$ cat config.mk
export PLATFORM = sky130hd
export DESIGN_NAME = multiseg_scan_ctrl_flat
export DESIGN_NICKNAME = d
export VERILOG_FILES = /design/src/rtl/multiseg_scan_ctrl_if.sv /design/src/rtl/multiseg_scan_ctrl.sv /design/src/flat_wrapper.sv
export SDC_FILE = /design/constraint.sdc
export NUM_CORES = 1
export LEC_CHECK = 0
export BUFFER_PORTS_ARGS = -buffer_cell sky130_fd_sc_hd__buf_2
export CAP_MARGIN = 20
export CORE_UTILIZATION = 35
export CTS_CLUSTER_DIAMETER = 120
export CTS_CLUSTER_SIZE = 10
export DETAILED_ROUTE_END_ITERATION = 7
export PLACE_DENSITY_LB_ADDON = 0.25
export SETUP_SLACK_MARGIN = 0.3
export SLEW_MARGIN = 10
export SYNTH_ARGS = -nofsm -noshare
export SYNTH_HDL_FRONTEND = slang
export SYNTH_SLANG_ARGS = --single-unit
$ cat constraint.sdc
create_clock -name clk -period 2.8 [get_ports clk]
set_input_delay 0.28 -clock clk [delete_from_list [all_inputs] [get_ports clk]]
set_output_delay 0.28 -clock clk [all_outputs]
set_load 0.03 [all_outputs]
$ cat src/rtl/multiseg_scan_ctrl_if.sv
// multiseg_scan_ctrl_if: digit load/brightness inputs and display drive outputs of the scan controller
interface multiseg_scan_ctrl_if #(
    parameter int NUM_DIGITS = 4
);
    localparam int IW = $clog2(NUM_DIGITS);

    logic                  load;
    logic [IW-1:0]         load_digit;
    logic [3:0]            load_value;
    logic [2:0]            brightness;
    logic [3:0]            digit_value;
    logic [NUM_DIGITS-1:0] digit_en;
    logic                  frame_tick;
    logic                  load_err;

    modport master (
        output load, load_digit, load_value, brightness,
        input  digit_value, digit_en, frame_tick, load_err
    );

    modport slave (
        input  load, load_digit, load_value, brightness,
        output digit_value, digit_en, frame_tick, load_err
    );
endinterface

$ cat src/rtl/multiseg_scan_ctrl.sv
// multiseg_scan_ctrl: multiplexed BCD digit scanner with blanking, PWM dimming and double-buffered values
module multiseg_scan_ctrl #(
    parameter int NUM_DIGITS   = 4,
    parameter int SCAN_DIV     = 1024,
    parameter int BLANK_CYCLES = 16
) (
    input logic                 clk,
    input logic                 reset,
    multiseg_scan_ctrl_if.slave bus
);
    localparam int IW = $clog2(NUM_DIGITS);
    localparam int CW = $clog2(SCAN_DIV);
    localparam logic [CW-1:0] LAST_CNT  = CW'(SCAN_DIV - 1);
    localparam logic [CW-1:0] BLANK_END = CW'(BLANK_CYCLES);
    localparam logic [IW-1:0] LAST_IDX  = IW'(NUM_DIGITS - 1);

    typedef enum logic {BLANK, ON} state_t;

    state_t                r_state;
    logic [CW-1:0]         r_slot_cnt;
    logic [IW-1:0]         r_digit_idx;
    logic [3:0]            r_shadow [NUM_DIGITS];
    logic [3:0]            r_active [NUM_DIGITS];
    logic                  r_dirty;
    logic [NUM_DIGITS-1:0] r_digit_en;
    logic [3:0]            r_digit_value;
    logic                  r_frame_tick;
    logic                  r_load_err;

    logic [2**IW-1:0]      w_digit_ok;
    logic                  w_wrap;
    logic                  w_frame_end;
    logic                  w_commit;
    logic                  w_load_ok;
    logic                  w_on_n;
    logic [CW-1:0]         w_cnt_n;
    logic [IW-1:0]         w_idx_n;

    // Index codes beyond NUM_DIGITS (only possible when it is not a power of two) are rejected
    for (genvar g = 0; g < 2**IW; g++) begin : g_digit_ok
        assign w_digit_ok[g] = g < NUM_DIGITS;
    end

    assign w_wrap      = r_slot_cnt == LAST_CNT;
    assign w_frame_end = w_wrap && r_digit_idx == LAST_IDX;
    assign w_commit    = w_frame_end && r_dirty;
    assign w_cnt_n     = w_wrap ? '0 : r_slot_cnt + 1'b1;
    assign w_idx_n     = !w_wrap ? r_digit_idx : (r_digit_idx == LAST_IDX ? '0 : r_digit_idx + 1'b1);
    assign w_on_n      = r_state == ON ? !w_wrap : w_cnt_n == BLANK_END;
    assign w_load_ok   = bus.load && bus.load_value <= 4'd9 && w_digit_ok[bus.load_digit];

    assign bus.digit_en    = r_digit_en;
    assign bus.digit_value = r_digit_value;
    assign bus.frame_tick  = r_frame_tick;
    assign bus.load_err    = r_load_err;

    // Slot/digit counters and blank/on FSM; outputs are computed from next-state so they align with the counters
    always_ff @(posedge clk or posedge reset) begin
        if (reset) begin
            r_slot_cnt    <= '0;
            r_digit_idx   <= '0;
            r_state       <= BLANK;
            r_digit_en    <= '0;
            r_digit_value <= '0;
            r_frame_tick  <= 1'b0;
        end else begin
            r_slot_cnt   <= w_cnt_n;
            r_digit_idx  <= w_idx_n;
            r_state      <= w_on_n ? ON : BLANK;
            r_digit_en   <= (w_on_n && w_cnt_n[2:0] <= bus.brightness) ? NUM_DIGITS'(1) << w_idx_n : '0;
            r_frame_tick <= w_frame_end;
            if (w_wrap) r_digit_value <= w_commit ? r_shadow[w_idx_n] : r_active[w_idx_n];
        end
    end

    // Shadow bank takes accepted loads; active bank picks up the pre-write shadow at a dirty frame end
    always_ff @(posedge clk or posedge reset) begin
        if (reset) begin
            r_shadow   <= '{default: '0};
            r_active   <= '{default: '0};
            r_dirty    <= 1'b0;
            r_load_err <= 1'b0;
        end else begin
            if (w_commit) r_active <= r_shadow;
            if (w_load_ok) r_shadow[bus.load_digit] <= bus.load_value;
            r_dirty    <= w_load_ok || (r_dirty && !w_frame_end);
            r_load_err <= bus.load && !w_load_ok;
        end
    end
endmodule

$ cat src/flat_wrapper.sv
// flat-port wrapper written by rule: the top's interface ports become plain ports
module multiseg_scan_ctrl_flat 
#(
    parameter int NUM_DIGITS   = 4,
    parameter int SCAN_DIV     = 1024,
    parameter int BLANK_CYCLES = 16
)
  (clk, reset, bus_load, bus_load_digit, bus_load_value, bus_brightness, bus_digit_value, bus_digit_en, bus_frame_tick, bus_load_err);
  multiseg_scan_ctrl_if #(.NUM_DIGITS(NUM_DIGITS)) bus_i ();
  input logic clk;
  input logic reset;
  input wire logic [$bits(bus_i.load)-1:0] bus_load;
  input wire logic [$bits(bus_i.load_digit)-1:0] bus_load_digit;
  input wire logic [$bits(bus_i.load_value)-1:0] bus_load_value;
  input wire logic [$bits(bus_i.brightness)-1:0] bus_brightness;
  output wire logic [$bits(bus_i.digit_value)-1:0] bus_digit_value;
  output wire logic [$bits(bus_i.digit_en)-1:0] bus_digit_en;
  output wire logic [$bits(bus_i.frame_tick)-1:0] bus_frame_tick;
  output wire logic [$bits(bus_i.load_err)-1:0] bus_load_err;
  assign bus_i.load = bus_load;
  assign bus_i.load_digit = bus_load_digit;
  assign bus_i.load_value = bus_load_value;
  assign bus_i.brightness = bus_brightness;
  assign bus_digit_value = bus_i.digit_value;
  assign bus_digit_en = bus_i.digit_en;
  assign bus_frame_tick = bus_i.frame_tick;
  assign bus_load_err = bus_i.load_err;
  multiseg_scan_ctrl #(.NUM_DIGITS(NUM_DIGITS), .SCAN_DIV(SCAN_DIV), .BLANK_CYCLES(BLANK_CYCLES)) u_core (.clk(clk), .reset(reset), .bus(bus_i));
endmodule
* Yosys cells after proc, flatten, opt, wreduce, memory -nomap -nowiden *
Cells that the tools add are included.

cells by class
  add/sub/neg operators = 2
  order comparisons = 6
  equality and inequality tests = 3
  shifts and indexed selects = 1
  mux-type cells = 18
  bitwise logic cells = 2
  reduce and logical (&&, ||, !) cells = 12

operators by type and width
  operator                                                                number
  4-bit 2-to-1 mux                                                        7
  4-bit binary-select mux with 2-bit select                               2
  16-bit bitwise mux                                                      1
  10-bit by 1-bit adder with 10-bit output, second input constant         1
  10-bit equality test, second input constant                             1
  10-bit by 5-bit equality test with 1-bit output, second input constant  1
  10-bit 2-to-1 mux                                                       1
  4-bit demux with 2-bit select                                           1
  1-bit logical AND                                                       8
  3-bit greater-or-equal comparator, second input constant                2
  2-bit NOT with 3-bit output                                             2
  4-bit less-or-equal comparator, second input constant                   1
  2-bit 2-to-1 mux                                                        2
  1-bit by 2-bit left shift with 4-bit output, first input constant       1
  3-bit less-or-equal comparator                                          1
  1-bit logical NOT                                                       3
  2-bit by 3-bit < comparator with 1-bit output, second input constant    1
  3-bit by 1-bit < comparator with 1-bit output, second input constant    1
  1-bit 2-to-1 mux                                                        3
  2-bit by 1-bit adder with 2-bit output, second input constant           1
  1-bit binary-select mux with 2-bit select                               1
  2-bit equality test, second input constant                              1
  1-bit logical OR                                                        1

storage, ports and cells
  register bits = 56
  input port bits = 12
  word-level logic and storage cells = 60

* Longest topological paths before layout *
Gate-level depths: netlist of the first run.

  depth after elaboration = 8
  gate-level depth with buffers = 11
  depth with buffers taken out = 10

* Worst setup path before layout of the first run *
OpenSTA, ideal clock, no wires.

  path kind = reg-to-reg
  start = reg u_core.r_slot_cnt[0]
  end = reg u_core.r_digit_en[2], in the netlist u_core.bus.digit_en[2]
  library setup time = 78 ps
  data arrival time = 2,120 ps
  data required time = 2,722 ps
  slack = 602 ps
  stages on the path, launching flop included = 12
  path buffers = 1
  period minus slack after synthesis = 2,198 ps
  cells stage by stage = dfrtp_1 > ha_1 > and4_1 > nand3_2 > clkbuf_1 > nand2b_1 > ha_1 > nor2b_1 > o21a_1 > o21ai_0 > o21ai_0 > a21oi_1

between the ends
  longest elaborated chain between the ends = 6

RTL lines
  what                                                                              line                                                text
  start: declaration                                                                multiseg_scan_ctrl.sv:20                            logic [CW-1:0] r_slot_cnt;
  start signal: assignment                                                          multiseg_scan_ctrl.sv:67                            r_slot_cnt <= w_cnt_n;
  10-bit by 1-bit adder with 10-bit output or 10-bit equality test (tied branches)  multiseg_scan_ctrl.sv:47, multiseg_scan_ctrl.sv:44
  10-bit 2-to-1 mux                                                                 multiseg_scan_ctrl.sv:47                            assign w_cnt_n = w_wrap ? '0 : r_slot_cnt + 1'b1;
  10-bit by 5-bit equality test with 1-bit output                                   multiseg_scan_ctrl.sv:49                            assign w_on_n = r_state == ON ? !w_wrap : w_cnt_n == BLANK_END;
  1-bit 2-to-1 mux                                                                  multiseg_scan_ctrl.sv:49
  1-bit logical AND                                                                 multiseg_scan_ctrl.sv:70                            r_digit_en <= (w_on_n && w_cnt_n[2:0] <= bus.brightness) ? NUM_DIGITS'(1) << w_idx_n : '0;
  4-bit 2-to-1 mux *                                                                multiseg_scan_ctrl.sv:70
  end signal: assignment                                                            multiseg_scan_ctrl.sv:70
  end: declaration                                                                  multiseg_scan_ctrl.sv:25                            logic [NUM_DIGITS-1:0] r_digit_en;

Every way passes the cells marked *; elsewhere a longest branch is shown, timed or not.
A chain may end at the register's enable or synchronous reset.

* Final worst setup path of the first run *
  start = reg u_core.r_slot_cnt[0]
  end = reg u_core.r_digit_value[2], in the netlist u_core.bus.digit_value[2]

between the ends
  longest elaborated chain between the ends = 7

RTL lines
  what                                                 line                      text
  10-bit equality test *                               multiseg_scan_ctrl.sv:44  assign w_wrap = r_slot_cnt == LAST_CNT;
  2-bit 2-to-1 mux                                     multiseg_scan_ctrl.sv:48  assign w_idx_n = !w_wrap ? r_digit_idx : (r_digit_idx == LAST_IDX ? '0 : r_digit_idx + 1'b1);
  2-bit NOT with 3-bit output (not written as such)    multiseg_scan_ctrl.sv:72  if (w_wrap) r_digit_value <= w_commit ? r_shadow[w_idx_n] : r_active[w_idx_n];
  4-bit binary-select mux with 2-bit select            multiseg_scan_ctrl.sv:72
  4-bit 2-to-1 mux (not written as such) (2 in a row)  multiseg_scan_ctrl.sv:72
  4-bit 2-to-1 mux                                     multiseg_scan_ctrl.sv:72
  end signal: assignment                               multiseg_scan_ctrl.sv:72
  end: declaration                                     multiseg_scan_ctrl.sv:26  logic [3:0] r_digit_value;

Every way passes the cells marked *; elsewhere a longest branch is shown, timed or not. The select of a mux whose other input is x is not followed.

==> results.py, run 1 <==
metrics = {
    "sta": {
        "setup_viol": 0,
        "period_share_pct": 77.7,
        "finalSetupTns_ns": 0,
        "final-max-slew-violation-count": 0,
        "fin_worst_skew_ns": 0.00796,
        "maxSlewHeadroom_pct": 57.2,
        "tightestPinTransition_ns": 0.638,
        "hold_violations": 0,
        "holdWs_ns": 0.0376,
        "min_period_ns": 2.17,
        "fmaxAchievable_ghz": 0.460,
        "rsz0062_at_grt": "false",
    },
    "clocking": {
        "cts_resized": 0,
        "insertion_delay_ns": 0.31,
        "cts_buffers": 5,
        "cts_tree": "yes",
        "ctsRootBufferMaster": "clkbuf_8",
        "post_cts_buffers": 0,
        "path_clk_slew_ns": 0.10,
        "clockBufferDepth": 2,
        "ctsHoldBuffers": 0,
        "h-tree-depth": 2,
        "cts_sinks": 56,
    },
    "worst_setup_path": {
        "cp.required_ns": 3.00,
        "endpoint_kind": "register",
        "cp-start-kind": "register",
        "slowest_stage": "nand3_1",
        "crit_chain": "ha_1 -> nand4_1 -> nor3_2 -> nand3_1 -> a221o_1 -> o221a_2",
        "critical_path.top_delay_family": "simple AND/OR/NAND/NOR gates",
        "cp.buffers_inverters": 0,
        "r2r_cells": 6,
        "max_stage_delay_ns": 0.48,
        "arrival_ns": 2.38,
        "crit_type": "reg -> reg",
        "cp_max_fo": 13,
        "cp.depth": 6,
    },
    "job": {
        "maxCapViolCount": 0,
    },
    "detailed_routing": {
        "firstDrtPassIters": 4,
        "vias": 1727,
        "antenna_left": 0,
        "wl_per_cell_um": 14.5,
        "route.final.wire_length_um": 5070,
        "drt_iter0_drc": 83,
        "drc_errors": 0,
        "viasPerCell": 4.95,
    },
    "placement": {
        "place.gp.congestion": 0.787,
        "dp_hpwl_um": 3760,
        "port_buffers": 21,
        "placed_area_um2": 2840,
    },
    "global_routing": {
        "grt_pass1_wl_um": 8710,
        "antenna_found_initial": 0,
        "grt_max_degree": 30,
        "first_global_vias": 1736,
        "grt.total_usage_pct": 14.7,
        "grt-ovfl-total": 0,
    },
    "power_and_ir_drop": {
        "power.density_nw_per_um2": 497,
        "leakagePower_uw": 0.00135,
        "peakVddDrop_mv": 0.291,
    },
    "floorplanning": {
        "die_x_um": 88.7,
        "die_y_um": 88.7,
        "start_util_pct": 36.3,
        "dieArea_um2": 7870,
        "fp-row-count": 31,
        "io_pins": 22,
        "core_um2": 7250,
    },
    "logic_synthesis": {
        "seq_area_frac_synth_pct": 53.3,
        "ys_ff_latch": 56,
        "synth_cell_types": 47,
        "netlist_instances": 227,
        "synthArstFlopShare_pct": 100,
        "synth.most_common_cell": "dfrtp_1",
        "syn_avg_cell_area_um2": 11.6,
        "ys.flop_type": "dfrtp_1",
        "yosys.area.top_type": "dfrtp_1",
        "syn_area_um2": 2630,
        "yosys-top-cells-area": "dfrtp_1 (53%), mux2_2 (12%), nand2_1 (3.3%)",
        "synth_common_cells": "dfrtp_1 (56), mux2_2 (29), nand2_1 (23), o21ai_0 (14), nand3_1 (9)",
        "syn-num-nets": 244,
        "yosysTopAreaCellShare_pct": 53.3,
        "yosys_warnings": 0,
        "synth-edff-count": 0,
    },
    "cells_and_area": {
        "drive_gt1_share_pct": 28.0,
        "fin_area_um2": 2930,
        "area_delta_synth_final_pct": 11.3,
        "diodes": 0,
        "fin_nets": 266,
    },
    "hold_path": {
        "min_path_type": "in -> async",
    },
    "outcome": {
        "status": "complete, no violations",
    },
}
## cells by family (layout without fill, tap and decap cells)
kind of cell    count (synthesis)  in the layout  share of synthesized area (%)
compound gates                 43             43                           11.4
xor+xnor                        7              7                           2.33
fa+ha+maj                       5              5                           2.38
buf+inv                        18             41                           3.04
flops                          56             56                           53.3
mux                            37             37                           15.5
simple gates                   61             61                           12.1
## cell type report
class | instances | area, um^2
clock buffers | 6 | 72.6
clock inverters | 2 | 16.3
fillers | 744 | 4320
inverters | 8 | 30.0
multi-input cells | 153 | 1150
flip-flops and latches | 56 | 1400
well taps | 99 | 124
repair buffers | 25 | 135
## registers in the layout, summed over array words and instances, names as in the netlist
name and count:
u_core.r_active 16, u_core.r_shadow 16, u_core.r_slot_cnt 10, u_core.bus.digit_en 4, u_core.bus.digit_value 4, u_core.r_digit_idx 2
u_core.bus.frame_tick 1, u_core.bus.load_err 1, u_core.r_dirty 1, u_core.r_state 1
## layer usage
layer / routed length, um / part of all wire [%] / vias to the layer above / GRT usage, %
met5: 0 / 0 / - / 0
met4: 48 / 0.95 / 0 / 4.84
met3: 123 / 2.4 / 6 / 2.89
met2: 2340 / 46 / 23 / 23.8
met1: 2560 / 50 / 837 / 19.7
li1: - / - / 861 / -
## report_power, final
part           internal (uW)  switching [uW]  leakage (uW)  total (uW)
logic                   58.0            50.0      0.000592         108
clock network            179             271     0.0000414         450
registers                862            35.7      0.000721         898
total                   1100             357       0.00135        1460
## final timing paths
check                                     startpoint  slack [ns]                         to
worst max register to register  u_core.r_slot_cnt[0]        0.63  u_core.bus.digit_value[2]
min in group clk                            bus_load        0.20        u_core.bus.load_err
worst min-delay path                           reset        0.04         u_core.r_active[6]
worst min register to register    u_core.r_active[6]        0.51         u_core.r_active[6]
worst max-delay path            u_core.r_slot_cnt[0]        0.63  u_core.bus.digit_value[2]
max in group asynchronous                      reset        2.10        u_core.r_active[15]
## placed cells by master, fill, tap and decap left out, types with 2 or more instances in the layout
master,count
a21oi_1,8
a221o_1,2
a22o_1,3
a31oi_1,2
and2_1,2
and3_1,4
and4_1,2
buf_2,21
buf_4,4
clkbuf_8,5
dfrtp_1,56
ha_1,5
inv_1,7
mux2_1,2
mux2_2,29
mux2i_1,6
nand2_1,23
nand3_1,9
nand4_1,3
nor2_1,7
o211a_1,2
o21ai_0,13
xnor2_1,3
xor2_1,4
## per-stage QoR
step	setup WS, ns	cells	power [uW]	utilization [%]
after floorplan	0.602	227	979	-
after global placement	0.511	341	1020	39.2
after detailed placement	0.470	341	1030	39.2
after CTS	0.449	349	1470	40.4
after global routing	0.441	349	1520	40.4
final	0.626	349	1460	40.4
No activity file was read; power rests on OpenSTA's default activity.
==> run 2: changes to the inputs <==
Clock period 2.8 ns to 2.2 ns, I/O delays scaled along.
==> run 2 against run 1 <==
  * Core utilization up 3.5 points
  * Non-clock buffer count rose by 14
  * Cell area rose by 8.7%
  * Clock skew is 0.0023 ns lower
  * Global-route usage rose by 0.22 points
  * Wire length up 3.4%
  * Clock power increased by 26%
==> results.py, run 2 (same netlist as run 1, synthesis figures left out) <==
metrics = {
    "power_and_ir_drop": {
        "leakagePower_uw": 0.00147,
        "power.density_nw_per_um2": 584,
        "peakVddDrop_mv": 0.339,
        "totalPowerFinal_uw": 1860,
    },
    "placement": {
        "port_buffers": 21,
        "dp_hpwl_um": 3840,
        "placed_area_um2": 2950,
        "place.gp.congestion": 0.774,
    },
    "floorplanning": {
        "core_um2": 7250,
        "die_y_um": 88.7,
        "die_x_um": 88.7,
        "io_pins": 22,
        "start_util_pct": 36.3,
        "dieArea_um2": 7870,
        "fp-row-count": 31,
    },
    "detailed_routing": {
        "vias": 1797,
        "drt_iter0_drc": 43,
        "firstDrtPassIters": 4,
        "viasPerCell": 4.95,
        "antenna_left": 0,
        "drc_errors": 0,
        "route.final.wire_length_um": 5240,
        "wl_per_cell_um": 14.4,
    },
    "worst_setup_path": {
        "r2r-end": "u_core.bus.digit_value[3]",
        "critical_path.top_delay_family": "compound AO/OA/AOI/OAI gates",
        "reg2reg_setup_slack_ns": 0.34,
        "slowest_stage": "dfrtp_2",
        "cp.depth": 7,
        "endpoint_kind": "register",
        "r2r_cells": 7,
        "cp-start-kind": "register",
        "crit_type": "reg -> reg",
        "cp.buffers_inverters": 1,
        "arrival_ns": 2.10,
        "max_stage_delay_ns": 0.42,
        "cp_max_fo": 5,
        "cp.required_ns": 2.44,
        "rr_startpoint": "u_core.r_slot_cnt[1]",
        "crit_chain": "ha_4 -> nand4_1 -> buf_4 -> o31ai_4 -> o21ai_4 -> a221o_1 -> a21oi_1",
    },
    "global_routing": {
        "grt_max_degree": 31,
        "antenna_found_initial": 0,
        "grt_pass1_wl_um": 8750,
        "grt-ovfl-total": 0,
        "first_global_vias": 1737,
        "grt.total_usage_pct": 14.9,
    },
    "clocking": {
        "h-tree-depth": 2,
        "ctsRootBufferMaster": "clkbuf_8",
        "clockBufferDepth": 2,
        "cts_buffers": 5,
        "cts_tree": "yes",
        "cts_sinks": 56,
        "insertion_delay_ns": 0.31,
        "path_clk_slew_ns": 0.10,
    },
    "sta": {
        "finalSetupTns_ns": 0,
        "setup_viol": 0,
        "fmaxAchievable_ghz": 0.536,
        "period_share_pct": 84.8,
        "min_period_ns": 1.86,
        "final-max-slew-violation-count": 0,
        "fin_worst_skew_ns": 0.00567,
        "tightestPinTransition_ns": 0.595,
        "hold_violations": 0,
        "rsz0062_at_grt": "true",
        "maxSlewHeadroom_pct": 60.3,
    },
    "cells_and_area": {
        "fin_area_um2": 3180,
        "layout_commonest_cell": "dfrtp_1",
        "drive_gt1_share_pct": 37.9,
        "final_cell_mix": "dfrtp_1 (53), mux2_2 (29), nand2_1 (23)",
        "fill_cells": 730,
        "diodes": 0,
        "fin_nets": 280,
        "area_delta_synth_final_pct": 21.0,
        "reg.largest.list": "u_core.r_active (16), u_core.r_shadow (16), u_core.r_slot_cnt (10)",
    },
    "hold_path": {
        "holdPathEnd": "u_core.bus.load_err",
        "holdPathStages": 3,
        "min_path_type": "in -> reg",
        "min-delay-start": "bus_load",
    },
    "outcome": {
        "status": "complete, no violations",
    },
    "job": {
        "maxCapViolCount": 0,
    },
}
run 2: worst reg2reg max path, delay by kind of cell (launching register included):
family | cells | cell delay, ns
compound gates | 4 | 0.86
fa+ha+maj | 1 | 0.17
buf+inv | 1 | 0.19
flops | 1 | 0.42
simple gates | 1 | 0.15
run 2: how the worst max path moves through the flow:
stage                                     from                        end
after CTS                 u_core.r_slot_cnt[1]  u_core.bus.digit_value[3]
after floorplan           u_core.r_slot_cnt[0]     u_core.bus.digit_en[0]
after global routing      u_core.r_slot_cnt[1]  u_core.bus.digit_value[3]
final                     u_core.r_slot_cnt[1]  u_core.bus.digit_value[3]
after detailed placement  u_core.r_slot_cnt[0]  u_core.bus.digit_value[3]
after global placement    u_core.r_slot_cnt[0]  u_core.bus.digit_value[3]
run 2: metrics by stage:
stage                     setup slack [ns]  util, %  hold slack, ns  cells
after floorplan                      0.310        -           0.326    227
after global placement               0.253     40.7           0.330    348
after detailed placement             0.222     40.7           0.330    348
after CTS                            0.305     42.5           0.128    359
after global routing                 0.237     43.9           0.147    363
final                                0.335     43.9           0.138    363
run 2: per-layer routing:
metal / track usage, % / wire length (um) / vias to the layer above
met5: 0 / 0 / -
met4: 5.72 / 76 / 0
met3: 2.80 / 148 / 6
met2: 23.3 / 2420 / 31
met1: 20.5 / 2600 / 868
li1: - / - / 892
run 2: area by class of cell:
type,count,area (um^2),share of cell area [%]
Inverter,8,30.0,0.943
Timing Repair Buffer,39,279,8.76
Tap cell,99,124,3.89
Clock inverter,2,16.3,0.511
Sequential cell,56,1410,44.1
Multi-Input combinational cell,153,1260,39.5
Clock buffer,6,72.6,2.28
run 2: repair_timing:
item / 4_1_cts / 5_1_grt
pin swaps: 2 / 8
hold buffers: 1 / 0
endpoints found under the setup margin: 10 / 11
resized for setup: 4 / 18
hold endpoints to repair: 26 / 0
setup buffers: 2 / 4
run 2: report_power, final:
part / internal (uW) / total, uW / switching [uW]
logic: 78.5 / 145 / 66.1
registers: 1100 / 1140 / 47.9
clock network: 228 / 569 / 341
